File: src/rtl/heap_topk_stream.sv
// Streaming top-K selector: keeps the DEPTH best keyed words in a sorted
// register array and drains them in order on flush.
// Optional: define HEAP_TOPK_DEDUP_EN to reject keys already retained.
module heap_topk_stream #(
   parameter int DATA_WIDTH   = 32,
   parameter int KEY_WIDTH    = 16,
   parameter int DEPTH        = 8,
   parameter bit KEEP_LARGEST = 1'b0,
   parameter int CNT_WIDTH    = $clog2(DEPTH + 1)
) (
   input  logic                  clk,
   input  logic                  rst,
   input  logic                  in_valid,
   output logic                  in_ready,
   input  logic [DATA_WIDTH-1:0] in_data,
   input  logic                  flush,
   output logic                  out_valid,
   input  logic                  out_ready,
   output logic [DATA_WIDTH-1:0] out_data,
   output logic                  out_last,
   output logic [CNT_WIDTH-1:0]  count,
   output logic                  drop
);

   typedef enum logic {
      ACCEPT = 1'b0,
      DRAIN  = 1'b1
   } state_t;

   // Empty slots hold a word that loses every comparison.
   function automatic logic [DATA_WIDTH-1:0] sentinel_f();
      logic [DATA_WIDTH-1:0] s;
      s = '0;
      if (KEEP_LARGEST) begin
         s[DATA_WIDTH-1 -: 2] = 2'b01;
      end else begin
         s[DATA_WIDTH-1 -: 2] = 2'b11;
         s[KEY_WIDTH-1:0]     = '1;
      end
      return s;
   endfunction

   localparam logic [DATA_WIDTH-1:0] SENTINEL = sentinel_f();
   localparam logic [CNT_WIDTH-1:0]  FULL_CNT = CNT_WIDTH'(DEPTH);
   localparam logic [CNT_WIDTH-1:0]  ONE_CNT  = CNT_WIDTH'(1);

   function automatic logic better_f(
      input logic [KEY_WIDTH-1:0] a,
      input logic [KEY_WIDTH-1:0] b
   );
      return KEEP_LARGEST ? (a > b) : (a < b);
   endfunction

   state_t                state_q, state_d;
   logic [DATA_WIDTH-1:0] slot_q [DEPTH];
   logic [DATA_WIDTH-1:0] slot_d [DEPTH];
   logic [CNT_WIDTH-1:0]  count_q, count_d;
   logic                  in_ready_q, in_ready_d;
   logic                  drop_q, drop_d;

   logic [DEPTH-1:0]      occ_v;
   logic [DEPTH-1:0]      keep_v;
   logic [DEPTH-1:0]      keep_sh;
   logic [KEY_WIDTH-1:0]  in_key;
   logic [1:0]            in_flag;
   logic                  xfer;
   logic                  full;
   logic                  is_dup;
   logic                  store;
   logic                  out_fire;

   assign in_key   = in_data[KEY_WIDTH-1:0];
   assign in_flag  = in_data[DATA_WIDTH-1 -: 2];
   assign xfer     = in_valid & in_ready_q & (state_q == ACCEPT);
   assign full     = (count_q == FULL_CNT);
   assign out_fire = out_valid & out_ready;

   // Parallel compare: a slot stays put if it is occupied and not worse.
   always_comb begin
      for (int i = 0; i < DEPTH; i++) begin
         occ_v[i]  = (CNT_WIDTH'(i) < count_q);
         keep_v[i] = occ_v[i] &
                     !better_f(in_key, slot_q[i][KEY_WIDTH-1:0]);
      end
   end

   // keep_sh[i] says whether slot i-1 stays, so slot i is the insert point.
   assign keep_sh = {keep_v[DEPTH-2:0], 1'b1};

`ifdef HEAP_TOPK_DEDUP_EN
   logic [DEPTH-1:0] dup_v;

   // Flag any occupied slot whose key matches the incoming key.
   always_comb begin
      for (int i = 0; i < DEPTH; i++) begin
         dup_v[i] = occ_v[i] & (in_key == slot_q[i][KEY_WIDTH-1:0]);
      end
   end

   assign is_dup = |dup_v;
`else
   assign is_dup = 1'b0;
`endif

   // A full array rejects keys no better than its worst entry.
   assign store = xfer & (in_flag == 2'b00) & !keep_v[DEPTH-1] & !is_dup;

   // Next-state, slot array update, count and drop.
   always_comb begin
      state_d = state_q;
      count_d = count_q;
      drop_d  = 1'b0;
      for (int i = 0; i < DEPTH; i++) begin
         slot_d[i] = slot_q[i];
      end
      unique case (state_q)
         ACCEPT: begin
            if (store) begin
               slot_d[0] = keep_v[0] ? slot_q[0] : in_data;
               for (int i = 1; i < DEPTH; i++) begin
                  if (keep_v[i]) begin
                     slot_d[i] = slot_q[i];
                  end else if (keep_sh[i]) begin
                     slot_d[i] = in_data;
                  end else begin
                     slot_d[i] = slot_q[i-1];
                  end
               end
               if (!full) begin
                  count_d = count_q + ONE_CNT;
               end
               drop_d = full;
            end else begin
               drop_d = xfer;
            end
            if (flush) begin
               state_d = DRAIN;
            end
         end
         DRAIN: begin
            if (count_q == '0) begin
               state_d = ACCEPT;
            end else if (out_fire) begin
               for (int i = 0; i < DEPTH - 1; i++) begin
                  slot_d[i] = slot_q[i+1];
               end
               slot_d[DEPTH-1] = SENTINEL;
               count_d         = count_q - ONE_CNT;
               if (count_q == ONE_CNT) begin
                  state_d = ACCEPT;
               end
            end
         end
         default: begin
            state_d = ACCEPT;
         end
      endcase
      in_ready_d = (state_d == ACCEPT);
   end

   // State, slots and status registers with async reset to empty.
   always_ff @(posedge clk or posedge rst) begin
      if (rst) begin
         state_q    <= ACCEPT;
         count_q    <= '0;
         in_ready_q <= 1'b0;
         drop_q     <= 1'b0;
         for (int i = 0; i < DEPTH; i++) begin
            slot_q[i] <= SENTINEL;
         end
      end else begin
         state_q    <= state_d;
         count_q    <= count_d;
         in_ready_q <= in_ready_d;
         drop_q     <= drop_d;
         for (int i = 0; i < DEPTH; i++) begin
            slot_q[i] <= slot_d[i];
         end
      end
   end

   assign out_valid = (state_q == DRAIN) & (count_q != '0);
   assign out_data  = out_valid ? slot_q[0] : '0;
   assign out_last  = out_valid & (count_q == ONE_CNT);
   assign in_ready  = in_ready_q;
   assign count     = count_q;
   assign drop      = drop_q;

endmodule

File: config.mk
export PLATFORM = sky130hd
export DESIGN_NAME = heap_topk_stream
export DESIGN_NICKNAME = d
export VERILOG_FILES = /design/src/rtl/heap_topk_stream.sv
export SDC_FILE = /design/constraint.sdc
export NUM_CORES = 1
export LEC_CHECK = 0
export CORE_ASPECT_RATIO = 1.25
export CORE_MARGIN = 5
export CORE_UTILIZATION = 40
export DETAILED_ROUTE_END_ITERATION = 8
export PLACE_DENSITY = 0.56
export SYNTH_ARGS = -nofsm -noshare
export SYNTH_HDL_FRONTEND = slang
export SYNTH_SLANG_ARGS = --single-unit
File: constraint.sdc
create_clock -name clk -period 9.65 [get_ports clk]
set_input_delay 1.4475 -clock clk [delete_from_list [all_inputs] [get_ports clk]]
set_output_delay 1.4475 -clock clk [all_outputs]
set_load 0.005 [all_outputs]
==> flow_summary.toml <==
[status]
status = "complete, no violations"

[clock_tree]
worstSkewPairLatency_ps = 550
cts_made_buffers = 34
cts_root_buffer = "clkbuf_16"
cts_tree = "yes"
htreeDepth = 2
post_cts_buffers = 0
cts.sinks = 263
clkSlewWorstSetupHoldPaths_ps = 60
post_cts_resized = 0
clock_path_buffers = 3
cts_hold_buf = 0

[global_route]
grt_pass1_wl_um = 86130
first_global_vias = 15620
grt_max_degree = 160
overflow = 0
grt_use_total_pct = 22.27
antenna_found_initial = 1

[place]
portBuffers = 76
finalWeightedCongestion = 0.8336
post-dp-hpwl_um = 36800
dp.cells = 2408

[timing]
tns_ps = 0
fin_crit_ps = 5543
clock_skew_ps = 20.57
rsz0062_at_grt = "no"
setup_viol = 0
finalCritPeriodShare_pct = 57.44
worst_slew_pin_slew_ps = 1329
hold_ws_ps = 483.9
slew_viol_final = 0
slew_headroom_pct = 10.91
hold_violations = 0
fmax_mhz = 180.4

[cells_and_area]
stdcell_count = 2469
diodes = 0
final_nets = 2039
drive_gt1_share_pct = 17.91
area_growth_pct = 13.56

[pwr]
peakVddDrop_uv = 199.6
power_density_nw_per_um2 = 352.6
p_leak_uw = 0.008609

[logic_synthesis]
synth-simple-area-share_pct = 14.94
synth_cell_type_count = 68
synth_fp_nets = 2039
synthMuxAreaShare_pct = 7.766
ys_seq_area_share_pct = 39.11
yosysWarnings = 0
synth_ff_type = "dfstp_2"
async_reset_ff_share_pct = 100.0
synth_compound_area_share_pct = 22.33
syn_area_um2 = 17290
syn-instance-count = 1879
synth_fa_ha_area_share_pct = 8.902
synth_xor_area_share_pct = 0.1013
synth_area_per_cell_um2 = 9.201
ys_ff_latch = 263
synth_top_family_by_area = "compound AO/OA/AOI/OAI gates"
synth_edf_count = 0

[routing]
antenna_left = 0
wirelength_um = 54090
drtIter0Drc = 884
avgViaCountPerCell = 5.996
vias = 14810
wl_per_cell_um = 21.91
dr.pass1.iters = 5
drc = 0

[setup_path]
path_buf_inv = 3
critPathCaptureType = "register"
critical_path.slowest_cell = "a21o_1"
critical_path_arrival_ps = 5960
critPathTopFamily = "compound AO/OA/AOI/OAI gates"
crit_type = "in2reg"
worstPathCellList = "clkdlybuf4s50_1, buf_4, ha_1, nand4_1, nor3_1, or4b_2, a31oi_4, buf_4, a21o_1, a2bb2oi_1"
slowest_delay_ps = 900
critPathLaunchType = "input pin"
path_common_cell = "buf_4"
cp_max_fo = 59
required_ps = 10070

[floorplanning]
core-area_um2 = 42970
die_area_um2 = 47500
ios = 77
die_y_um = 242.4
row_count = 85
initial_core_util_pct = 40.24
die_w_um = 195.9

[run]
maxCapViolations = 0

[hold_path]
min-delay-path-class = "reg2reg"
logic make-up (layout without fill, tap and decap cells):
| family | Yosys count | after routing |
|---|---|---|
| AND/OR/NAND/NOR | 551 | 551 |
| multiplexers | 134 | 134 |
| buffers and inverters | 284 | 309 |
| flip-flops | 263 | 263 |
| AO/OA/AOI/OAI | 522 | 522 |
| adder cells (fa/ha/maj) | 123 | 123 |
| XOR/XNOR | 2 | 2 |
where the power goes:
part / switching (uW) / leakage [uW] / internal [uW] / total [uW]
logic: 1960 / 0.00507 / 1430 / 3390
clock network: 511 / 0.000553 / 790 / 1300
registers: 463 / 0.00299 / 1760 / 2230
total: 2930 / 0.00861 / 3990 / 6920
final cells by class:
type                            instances  area, um2
Clock buffer                           54       1037
Clock inverter                          7      91.34
Fill cell                            4193      23330
Inverter                              128      488.0
Multi-Input combinational cell       1332       9439
Sequential cell                       263       6765
Tap cell                              565      706.9
Timing Repair Buffer                  120       1104
worst reg2reg max path, stage by stage, from the launching register on:
cell and delay, ps:
dfrtp_1 520, inv_1 170, ha_1 360, nor3b_2 250, o21ai_0 180, nand2_2 120
buf_4 700, and2_1 630, and2_2 780, buf_4 660, nor2_2 90, buf_4 290
o221a_2 320
synthesized netlist by cell type, types with 14 or more instances:
cell / n / area share (%)
buf_2: 40 / 1.2
nand2b_1: 43 / 1.6
dfstp_2: 144 / 22
o22ai_1: 20 / 0.72
a22oi_1: 22 / 0.96
nor3_1: 41 / 1.2
o221a_2: 46 / 3.0
ha_1: 123 / 8.9
clkbuf_2: 15 / 0.43
and2_1: 20 / 0.72
a21oi_1: 156 / 4.5
o211ai_2: 30 / 2.2
a31oi_1: 18 / 0.65
a221oi_1: 14 / 0.71
nand3_1: 109 / 3.2
o21ai_0: 43 / 1.2
o211ai_1: 87 / 3.8
dfrtp_1: 119 / 17
nor2_1: 102 / 2.2
mux2i_1: 133 / 7.7
o32ai_1: 14 / 0.71
clkbuf_1: 87 / 1.9
nand4_1: 16 / 0.58
nand2_1: 187 / 4.1
inv_1: 127 / 2.8
a2bb2oi_1: 15 / 0.76
routing by layer:
layer | up-vias | routed length, um | track usage, %
li1 | 6840 | - | -
met1 | 7488 | 22160 | 26.83
met2 | 330 | 28010 | 39.88
met3 | 145 | 1678 | 2.768
met4 | 2 | 2224 | 9.347
met5 | - | 13 | 0
placed cells by master, fill, tap and decap left out, types with 16 or more instances in the layout:
cell type / netlist / final
nand2_1: 187 / 185
a21oi_1: 156 / 153
dfstp_2: 144 / 144
mux2i_1: 133 / 133
inv_1: 127 / 126
ha_1: 123 / 123
dfrtp_1: 119 / 118
nand3_1: 109 / 109
nor2_1: 102 / 101
o211ai_1: 87 / 87
clkdlybuf4s50_1: 0 / 76
o221a_2: 46 / 46
nand2b_1: 43 / 43
o21ai_0: 43 / 43
buf_4: 3 / 43
nor3_1: 41 / 40
clkbuf_16: 0 / 35
o211ai_2: 30 / 30
a22oi_1: 22 / 22
o22ai_1: 20 / 20
and2_1: 20 / 19
nand4_1: 16 / 16
a31oi_1: 18 / 16
sequential cells by signal, summed over array words and instances, names as in the netlist:
register  count
slot_q      256
drop          1
state_q       1
count         4
in_ready      1
per-stage QoR:
step | power (uW) | utilization [%] | cell area [um2] | setup slack [ps]
2_1_floorplan | 4560 | - | 17290 | 1201
3_3_place_gp | 5547 | 43.06 | 18500 | 3740
3_5_place_dp | 5629 | 43.06 | 18500 | 3611
4_1_cts | 6965 | 45.69 | 19630 | 4163
5_1_grt | 7416 | 45.69 | 19630 | 3806
6_report | 6922 | 45.69 | 19630 | 4107
worst paths after layout:
kind	start	to	slack [ps]	depth (start not counted)
max	in_data[14]	slot_q[227]	4110	10
min	slot_q[17]	slot_q[17]	480	2
max reg2reg	count[1]	slot_q[90]	4480	12
min reg2reg	slot_q[17]	slot_q[17]	480	2
max in group asynchronous	rst	slot_q[147]	6640	3
min in group asynchronous	rst	count[3]	1470	2
(Power assumes the default switching activity.)
